==> src/rtl/keypad_controller_if.sv <==
// Keypad controller bus: raw key inputs toward the controller, command and status outputs back.
interface keypad_controller_if;
    logic       key_valid;
    logic [3:0] key_code;
    logic [3:0] keypad;
    logic       pin_error;
    logic       locked;
    logic [2:0] digit_count;

    modport master (
        output key_valid, key_code,
        input  keypad, pin_error, locked, digit_count
    );

    modport slave (
        input  key_valid, key_code,
        output keypad, pin_error, locked, digit_count
    );
endinterface

==> src/rtl/keypad_controller.sv <==
// PIN-entry keypad front end: debounces raw keys, buffers a 4-digit BCD PIN and
// issues arm/disarm commands, with inactivity timeout and lockout after repeated failures.
module keypad_controller #(
    parameter int unsigned DEBOUNCE_CYCLES = 4,
    parameter logic [15:0] ARM_PIN         = 16'h1234,
    parameter int unsigned CMD_HOLD        = 3,
    parameter int unsigned TIMEOUT_CYCLES  = 1000,
    parameter int unsigned MAX_FAILS       = 3,
    parameter int unsigned LOCKOUT_CYCLES  = 2000
) (
    input  logic                clk,
    input  logic                rst,
    keypad_controller_if.slave  kp_if
);

    typedef enum logic [2:0] {S_IDLE, S_ENTRY, S_CHECK, S_ISSUE, S_LOCKOUT} state_t;

    logic [3:0]  r_db_code;
    logic [31:0] r_db_cnt;
    logic [31:0] r_rel_cnt;
    logic        r_wait_rel;
    logic        r_strobe;
    logic [3:0]  r_key;

    logic        w_same;
    logic [31:0] w_db_nxt;

    assign w_same   = (r_db_cnt != '0) && (kp_if.key_code == r_db_code);
    assign w_db_nxt = w_same ? (r_db_cnt + 32'd1) : 32'd1;

    // Accepted key is registered, so the FSM sees it one edge after acceptance.
    always_ff @(posedge clk or posedge rst) begin
        if (rst) begin
            r_db_code  <= '0;
            r_db_cnt   <= '0;
            r_rel_cnt  <= '0;
            r_wait_rel <= 1'b0;
            r_strobe   <= 1'b0;
            r_key      <= '0;
        end else begin
            r_strobe <= 1'b0;
            if (r_wait_rel) begin
                r_db_cnt <= '0;
                if (kp_if.key_valid) begin
                    r_rel_cnt <= '0;
                end else if (r_rel_cnt + 32'd1 >= DEBOUNCE_CYCLES) begin
                    r_rel_cnt  <= '0;
                    r_wait_rel <= 1'b0;
                end else begin
                    r_rel_cnt <= r_rel_cnt + 32'd1;
                end
            end else if (kp_if.key_valid) begin
                r_db_code <= kp_if.key_code;
                if (w_db_nxt >= DEBOUNCE_CYCLES) begin
                    r_strobe   <= 1'b1;
                    r_key      <= kp_if.key_code;
                    r_wait_rel <= 1'b1;
                    r_db_cnt   <= '0;
                    r_rel_cnt  <= '0;
                end else begin
                    r_db_cnt <= w_db_nxt;
                end
            end else begin
                r_db_cnt <= '0;
            end
        end
    end

    state_t      r_state, w_state;
    logic [15:0] r_buf, w_buf;
    logic [2:0]  r_count, w_count;
    logic [31:0] r_fails, w_fails;
    logic [31:0] r_timer, w_timer;
    logic        r_arm, w_arm;
    logic        w_pin_error;

    always_ff @(posedge clk or posedge rst) begin
        if (rst) begin
            r_state <= S_IDLE;
            r_buf   <= '0;
            r_count <= '0;
            r_fails <= '0;
            r_timer <= '0;
            r_arm   <= 1'b0;
        end else begin
            r_state <= w_state;
            r_buf   <= w_buf;
            r_count <= w_count;
            r_fails <= w_fails;
            r_timer <= w_timer;
            r_arm   <= w_arm;
        end
    end

    always_comb begin
        w_state     = r_state;
        w_buf       = r_buf;
        w_count     = r_count;
        w_fails     = r_fails;
        w_timer     = r_timer;
        w_arm       = r_arm;
        w_pin_error = 1'b0;
        case (r_state)
            S_IDLE, S_ENTRY: begin
                if (r_strobe) begin
                    w_timer = '0;
                    if (r_key <= 4'd9) begin
                        if (r_count < 3'd4) begin
                            w_buf   = {r_buf[11:0], r_key};
                            w_count = r_count + 3'd1;
                            w_state = S_ENTRY;
                        end
                    end else if (r_key == 4'hA || r_key == 4'hB) begin
                        w_arm   = (r_key == 4'hA);
                        w_state = S_CHECK;
                    end else if (r_key == 4'hC) begin
                        w_buf   = '0;
                        w_count = '0;
                        w_state = S_IDLE;
                    end
                end else if (r_state == S_ENTRY) begin
                    if (r_timer >= TIMEOUT_CYCLES - 1) begin
                        w_buf   = '0;
                        w_count = '0;
                        w_timer = '0;
                        w_state = S_IDLE;
                    end else begin
                        w_timer = r_timer + 32'd1;
                    end
                end
            end
            S_CHECK: begin
                w_buf   = '0;
                w_count = '0;
                w_timer = '0;
                if (r_count == 3'd4 && r_buf == ARM_PIN) begin
                    w_fails = '0;
                    w_state = S_ISSUE;
                end else begin
                    w_pin_error = 1'b1;
                    w_fails     = r_fails + 32'd1;
                    w_state     = (r_fails + 32'd1 >= MAX_FAILS) ? S_LOCKOUT : S_IDLE;
                end
            end
            S_ISSUE: begin
                if (r_timer >= CMD_HOLD - 1) begin
                    w_timer = '0;
                    w_state = S_IDLE;
                end else begin
                    w_timer = r_timer + 32'd1;
                end
            end
            S_LOCKOUT: begin
                if (r_timer >= LOCKOUT_CYCLES - 1) begin
                    w_timer = '0;
                    w_fails = '0;
                    w_state = S_IDLE;
                end else begin
                    w_timer = r_timer + 32'd1;
                end
            end
            default: w_state = S_IDLE;
        endcase
    end

    // Outputs decode straight from state so an asynchronous reset clears them at once.
    assign kp_if.keypad      = (r_state == S_ISSUE) ? (r_arm ? 4'b0011 : 4'b1100) : 4'b0000;
    assign kp_if.pin_error   = w_pin_error;
    assign kp_if.locked      = (r_state == S_LOCKOUT);
    assign kp_if.digit_count = r_count;

endmodule

==> src/flat_wrapper.sv <==
// flat-port wrapper written by rule: the top's interface ports become plain ports
module keypad_controller_flat 
#(
    parameter int unsigned DEBOUNCE_CYCLES = 4,
    parameter logic [15:0] ARM_PIN         = 16'h1234,
    parameter int unsigned CMD_HOLD        = 3,
    parameter int unsigned TIMEOUT_CYCLES  = 1000,
    parameter int unsigned MAX_FAILS       = 3,
    parameter int unsigned LOCKOUT_CYCLES  = 2000
)
  (clk, rst, kp_if_key_valid, kp_if_key_code, kp_if_keypad, kp_if_pin_error, kp_if_locked, kp_if_digit_count);
  keypad_controller_if kp_if_i ();
  input  logic clk;
  input  logic rst;
  input wire logic [$bits(kp_if_i.key_valid)-1:0] kp_if_key_valid;
  input wire logic [$bits(kp_if_i.key_code)-1:0] kp_if_key_code;
  output wire logic [$bits(kp_if_i.keypad)-1:0] kp_if_keypad;
  output wire logic [$bits(kp_if_i.pin_error)-1:0] kp_if_pin_error;
  output wire logic [$bits(kp_if_i.locked)-1:0] kp_if_locked;
  output wire logic [$bits(kp_if_i.digit_count)-1:0] kp_if_digit_count;
  assign kp_if_i.key_valid = kp_if_key_valid;
  assign kp_if_i.key_code = kp_if_key_code;
  assign kp_if_keypad = kp_if_i.keypad;
  assign kp_if_pin_error = kp_if_i.pin_error;
  assign kp_if_locked = kp_if_i.locked;
  assign kp_if_digit_count = kp_if_i.digit_count;
  keypad_controller #(.DEBOUNCE_CYCLES(DEBOUNCE_CYCLES), .ARM_PIN(ARM_PIN), .CMD_HOLD(CMD_HOLD), .TIMEOUT_CYCLES(TIMEOUT_CYCLES), .MAX_FAILS(MAX_FAILS), .LOCKOUT_CYCLES(LOCKOUT_CYCLES)) u_core (.clk(clk), .rst(rst), .kp_if(kp_if_i));
endmodule
==> config.mk <==
export PLATFORM = sky130hd
export DESIGN_NAME = keypad_controller_flat
export DESIGN_NICKNAME = d
export VERILOG_FILES = /design/src/rtl/keypad_controller_if.sv /design/src/rtl/keypad_controller.sv /design/src/flat_wrapper.sv
export SDC_FILE = /design/constraint.sdc
export NUM_CORES = 1
export LEC_CHECK = 0
export BUFFER_PORTS_ARGS = -buffer_cell sky130_fd_sc_hd__buf_2
export CAP_MARGIN = 20
export CELL_PAD_IN_SITES_DETAIL_PLACEMENT = 0
export CELL_PAD_IN_SITES_GLOBAL_PLACEMENT = 1
export CORE_UTILIZATION = 30
export DETAILED_ROUTE_END_ITERATION = 10
export GPL_TIMING_DRIVEN = 1
export HOLD_SLACK_MARGIN = 0.08
export PLACE_DENSITY_LB_ADDON = 0.12
export SYNTH_ARGS = -nofsm -noshare
export SYNTH_HDL_FRONTEND = slang
export SYNTH_SLANG_ARGS = --single-unit
==> constraint.sdc <==
create_clock -name clk -period 6.9 [get_ports clk]
set_input_delay 2.07 -clock clk [delete_from_list [all_inputs] [get_ports clk]]
set_output_delay 2.07 -clock clk [all_outputs]
set_load 0.01 [all_outputs]
==> results of run 1 <==
## power by group through the flow
stage	sequential, mW	clock (mW)	combinational, mW
6_report	1.07	0.945	0.248
5_1_grt	1.08	1.02	0.285
4_1_cts	1.07	0.981	0.255
2_1_floorplan	1.06	0	0.221
3_5_place_dp	1.09	0	0.254
3_3_place_gp	1.09	0	0.255
## synth_stat cells, drive strengths merged, types with 3 or more instances
cell type  number
mux2i           3
o31ai          17
nand4          33
buf             8
nor3           39
inv            24
a21o            5
a21oi          27
and4           15
mux2           12
o211ai          3
nand2b          8
xor2           15
or2             7
a31oi          19
a41oi           6
nand3          45
o22ai           5
and3           28
and2           18
or4             6
ha              9
nor2b          32
a22oi           3
nor2           84
dfrtp         161
xnor2          24
nand2         116
o21a            3
a311oi          5
a211oi          7
nor3b           6
o21ai          79
nor4b           6
clkbuf         31
or3             4
a2111oi         3
nor4           24
## logic make-up (layout without fill, tap and decap cells)
logic type	after synthesis	count (layout)	synth area share
fa+ha+maj	9	9	0.0127
mux	15	15	0.0204
other cells	1	30	0.000424
compound gates	199	199	0.148
buf+inv	63	78	0.0304
simple gates	478	478	0.294
flops	161	161	0.456
xor+xnor	39	39	0.0387
## stage by stage
step	cell area (µm²)	setup slack (ns)	hold slack (ns)
floorplan	8950	0.482	0.442
global placement	9390	2.25	0.465
detailed placement	9390	2.19	0.474
CTS	9970	1.68	0.491
global route	9970	1.49	0.525
finish	9970	1.79	0.489
## registers in the layout (all words and copies together) (netlist names), 3 cells and up
| signal | cells |
|---|---|
| u_core.r_state | 3 |
| u_core.r_db_cnt | 32 |
| u_core.r_db_code | 4 |
| u_core.r_key | 4 |
| u_core.r_rel_cnt | 32 |
| u_core.r_timer | 32 |
| u_core.r_buf | 16 |
| u_core.r_fails | 32 |
| u_core.kp_if.digit_count | 3 |
## placed cells by master (no fill, tap or decap), types with 6 or more instances in the layout
cell and count:
and3_1 28, a31oi_1 18, nand2_1 116, nand3_1 45, a41oi_1 6, nor3b_1 6
nor4_1 22, or2_2 7, xnor2_1 24, a211oi_1 7, buf_2 15, nand2b_1 8
nor2_1 84, nor2b_2 27, ha_1 9, buf_4 7, mux2_2 8, and2_1 18
o21ai_0 79, o31ai_1 17, clkbuf_16 17, nor4b_1 6, conb_1 30, dfrtp_1 161
nand4_1 31, xor2_1 15, inv_1 23, a21oi_1 25, and4_1 14, nor3_1 38
## worst paths after layout
check                                             from                           to  slack [ns]  cells past startpoint
setup / recovery           u_core.kp_if.digit_count[0]              kp_if_pin_error        1.79                      9
hold / removal                        u_core.r_buf[13]             u_core.r_buf[13]        0.49                      2
setup reg to reg                    u_core.r_db_cnt[0]         u_core.r_rel_cnt[29]        3.29                     10
hold reg to reg                       u_core.r_buf[13]             u_core.r_buf[13]        0.49                      2
max in group asynchronous                          rst  u_core.kp_if.digit_count[1]        4.07                      3
min in group asynchronous                          rst           u_core.r_fails[21]        1.79                      2
## worst register-to-register path: cells and delay by family (launching register included)
family,cells,cell delay [ns]
buffers and inverters,1,0.40
muxes,1,0.29
and+or+nand+nor,5,1.19
DFF,1,0.40
AOI/OAI and AO/OA,2,0.97
adders and majority gates,1,0.26
## final cells by class
class                           count  area, µm²  area share
Clock buffer                       17        425      0.0427
Multi-Input combinational cell    770       4660       0.467
Timing Repair Buffer               22        128      0.0128
Inverter                           24       95.1     0.00954
Sequential cell                   161       4030       0.404
Tap cell                          384        480      0.0482
Clock inverter                     15        151      0.0152
## routing by layer
layer	track usage	wire length, µm
met5	0	13
met4	0.0424	194
met3	0.0311	419
met2	0.231	9460
met1	0.208	11000
==> metrics, run 1 <==
vias in the first global route=slightly below 7000; hold crit path type=flop to flop; Synth area leader=dfrtp_1; CP max stage delay=approximately 0.53 ns; Placed Cells=roughly 1400; minimum clock period=5.11 ns; crit share post-route=0.741; Post-CTS Setup Repair Bufs=0; Sequential Power Share=0.472; Final Net Count=1012; Antenna Cells=0; first-pass GRT wire length=36.3 mm; port bufs=15; setup TNS=0 ns; Die Width=174 µm; sequential cell area fraction in the yosys report=0.456; Avg WL per Cell=~15 µm; pwr dens=about 230 nW/µm²; initial antenna violation count=1; CP Buf/Inv Count=4; most used cell, CP=inv_1; clock buffer count from CTS=17; Die H=174 µm; row count=62; Setup violations, final=0; Root Buffer=clkbuf_16; layout cells sized above 1=0.114; largest delay contributor family on the critical path=buffers and inverters; Post-Syn Area=8840 µm²; final core occ=0.345; CP cell instances=inv_1 > ha_1 > nand4b_1 > nor4_1 > nand3_1 > nand2_1 > buf_4 > inv_1 > buf_2; GRT Total Usage=0.149; leakage power=4.10 nW; Slew Viols, Final=0; P_sw=0.658 mW; RSZ-0062 raised after global routing=no; worst slew pin tran=1.06 ns; Final GP Congestion=approximately 0.74; ys flop type=dfrtp_1; fin cells=1393; Max-cap violations=0; Crit-path slowest cell=inv_1; H-tree Lvls=4; total grt overflow=0; Reg clk slew, reported paths=0.07 ns; #FFs+latches synth=161; vias per cell=4.95; Worst-Skew Late Latency=between 0.4 and 0.5 ns; number of fill cells in the layout=around 3000; Worst setup EP type=output pin; full die area=30100 µm²; number of distinct library cells after synthesis=74; Final Skew=approximately 0.0081 ns; Starting Density=0.306; Post-synth EDFFs=0; status=complete, no violations; post-cts gate resize count=0; CTS tree=yes; via count=around 6900; clock power share=0.418; Clock Sinks=161; number of hold violations in the final report=0; Yosys top cell area share=0.456; Combinational Power Share=0.110; critical path launch point type=flop; Final ANT Viol Nets=0; Slew headroom=0.295; Core ar.=28900 µm²; DRT Pass-1 Iters=6; Longest Clk Path Bufs=2; Design Power=roughly 2.3 mW; Synth area leaders=dfrtp_1 46%, nand2_1 4.9%, o21ai_0 4.5%, nor2_1 3.6%, nor2b_2 2.7%; Peak VDD IR=0.151 mV; Power Internal=1.60 mW; drt initial violations=378; Sw Share=0.291; post-cts hold buffer count=0; synthesized netlist cell count=965; Setup CP Type=flop to output pin; fmax=196 MHz; post-synthesis async set-or-reset flop share=1.00; DR DRC count=0; Final HPWL DP=14.4 mm; worst path arrival time=3.04 ns; CP required=4.83 ns; Ports=16; synth warn=0; area growth from synthesis to layout=12.8%; Avg Synthesized Cell Area=9.16 µm²; critical path fanouts, max=37; Detailed Route WL=21.1 mm; pin count of the biggest net entering global routing=85
Power figures use the tool's default switching activity.
==> run 2: changes to the inputs <==
- clock period: 6.9 -> 5.1 ns (I/O delays scaled with it)
==> run 2 against run 1 <==
  * Utilization is 0.29 points higher
  * Clock power up 45%
  * Die area is the same
  * Clock-buffer cell count grew 5
  * Combinational power grew 36%
  * Final cell count about the same
  * Routed wire length down 0.38%
  * Sequential share of layout area shrank 0.34 points
  * Sequential power up 34%
  * Via count up 2.6%
  * Critical endpoint unchanged
  * Clock skew is 0.0048 ns higher
  * Register-to-register slack got worse by 1.8 ns
==> metrics, run 2 (synthesis results as in run 1) <==
status=complete, no violations; row count=between 60 and 70; DRT Pass-1 Iters=5; vias per cell=5.07; Final GP Congestion=about 0.73; worst slew pin tran=~1.1 ns; Setup violations, final=0; number of fill cells in the layout=between 2000 and 3000; pin count of the biggest net entering global routing=between 150 and 200; leakage power=4.13 nW; Slew Viols, Final=0; GRT Total Usage=0.147; total grt overflow=0; Worst-Skew Late Latency=0.43 ns; critical path launch point type=flop; Reg clk slew, reported paths=around 0.070 ns; fmax=~270 MHz; port bufs=15; Slew headroom=0.271; Die Width=about 170 µm; CP required=3.57 ns; number of hold violations in the final report=0; Final ANT Viol Nets=0; Worst Setup Slack, final=1.36 ns; Detailed Route WL=21.0 mm; pre-CTS WS=1.09 ns; worst path arrival time=2.21 ns; Placed Instance Area=about 9400 µm²; Setup CP Type=flop to output pin; pwr dens=312 nW/µm²; Longest Clk Path Bufs=2; area growth from synthesis to layout=13.8%; post-cts gate resize count=0; area of the multi-input gates=4660 µm²; Final Skew=0.0128 ns; most frequent cells in the layout=161 x dfrtp_1, 116 x nand2_1, 84 x nor2_1; Avg WL per Cell=15.1 µm; Antenna Cells=0; critical path fanouts, max=5; setup TNS=0 ns; initial antenna violation count=2; Final Net Count=1013; via count=7065; hold crit path type=flop to flop; Design Power=approximately 3.1 mW; CTS tree=yes; Non-Filler Cell Area, Final=10100 µm²; Final HPWL DP=14.0 mm; Max-cap violations=0; most common cell after layout, fill and taps aside=dfrtp_1; drt initial violations=392; first-pass GRT wire length=35.9 mm; RSZ-0062 raised after global routing=no; full die area=about 30000 µm²; Core ar.=28900 µm²; vias in the first global route=6779; DR DRC count=0; post-cts hold buffer count=0; clock buffer count from CTS=17; Worst setup EP type=output pin; Starting Density=0.306; Clock Sinks=~160; Root Buffer=clkbuf_16; H-tree Lvls=4; Post-CTS Setup Repair Bufs=0; Min Hold Slack=0.492 ns; minimum clock period=3.74 ns; Peak VDD IR=0.214 mV; Die H=174 µm; crit share post-route=0.733; layout cells sized above 1=0.113; Ports=16; Reg area=about 4000 µm²
## run 2: per-layer routing
| layer | vias up | part of all wire | global-route usage | wire [µm] |
|---|---|---|---|---|
| met3 | 15 | 0.021 | 0.0303 | 445 |
| li1 | 3541 | - | - | - |
| met2 | 58 | 0.45 | 0.225 | 9370 |
| met5 | - | 0.0012 | 0 | 25 |
| met4 | 4 | 0.0080 | 0.0417 | 169 |
| met1 | 3447 | 0.52 | 0.210 | 11000 |
## run 2: power by group
group	internal (mW)	switching, mW	total [mW]
clock	0.816	0.550	1.37
combinational	0.130	0.208	0.337
sequential	1.35	0.0847	1.43
## run 2: worst max-delay path, stage by stage (launching register included)
cell and delay (ns):
dfrtp_1 0.42, inv_1 0.08, ha_1 0.16, nand4b_1 0.10
nor4_1 0.36, nand3_1 0.21, nand2_1 0.23, inv_1 0.08
buf_2 0.14
## run 2: per-stage QoR
step,util,instances
after floorplan,-,994
after global placement,0.326,1361
after detailed placement,0.326,1361
after CTS,0.347,1393
after global routing,0.348,1394
final,0.348,1394
## run 2: worst paths after layout
kind	slack (ns)	to	from	depth (start not counted)
setup / recovery	1.36	kp_if_pin_error	u_core.kp_if.digit_count[0]	8
hold / removal	0.49	u_core.r_buf[15]	u_core.r_buf[15]	2
setup reg to reg	1.51	u_core.r_rel_cnt[4]	u_core.r_db_cnt[0]	10
hold reg to reg	0.49	u_core.r_buf[15]	u_core.r_buf[15]	2
max in group asynchronous	2.96	u_core.r_fails[21]	rst	3
min in group asynchronous	1.22	u_core.r_db_cnt[3]	rst	3
## run 2: layout make-up
type	instances	share of cell area
multi-input cells	770	0.463
flip-flops and latches	161	0.401
well taps	384	0.0478
clock buffers	22	0.0472
repair buffers	23	0.0167
clock inverters	10	0.0148
inverters	24	0.00933
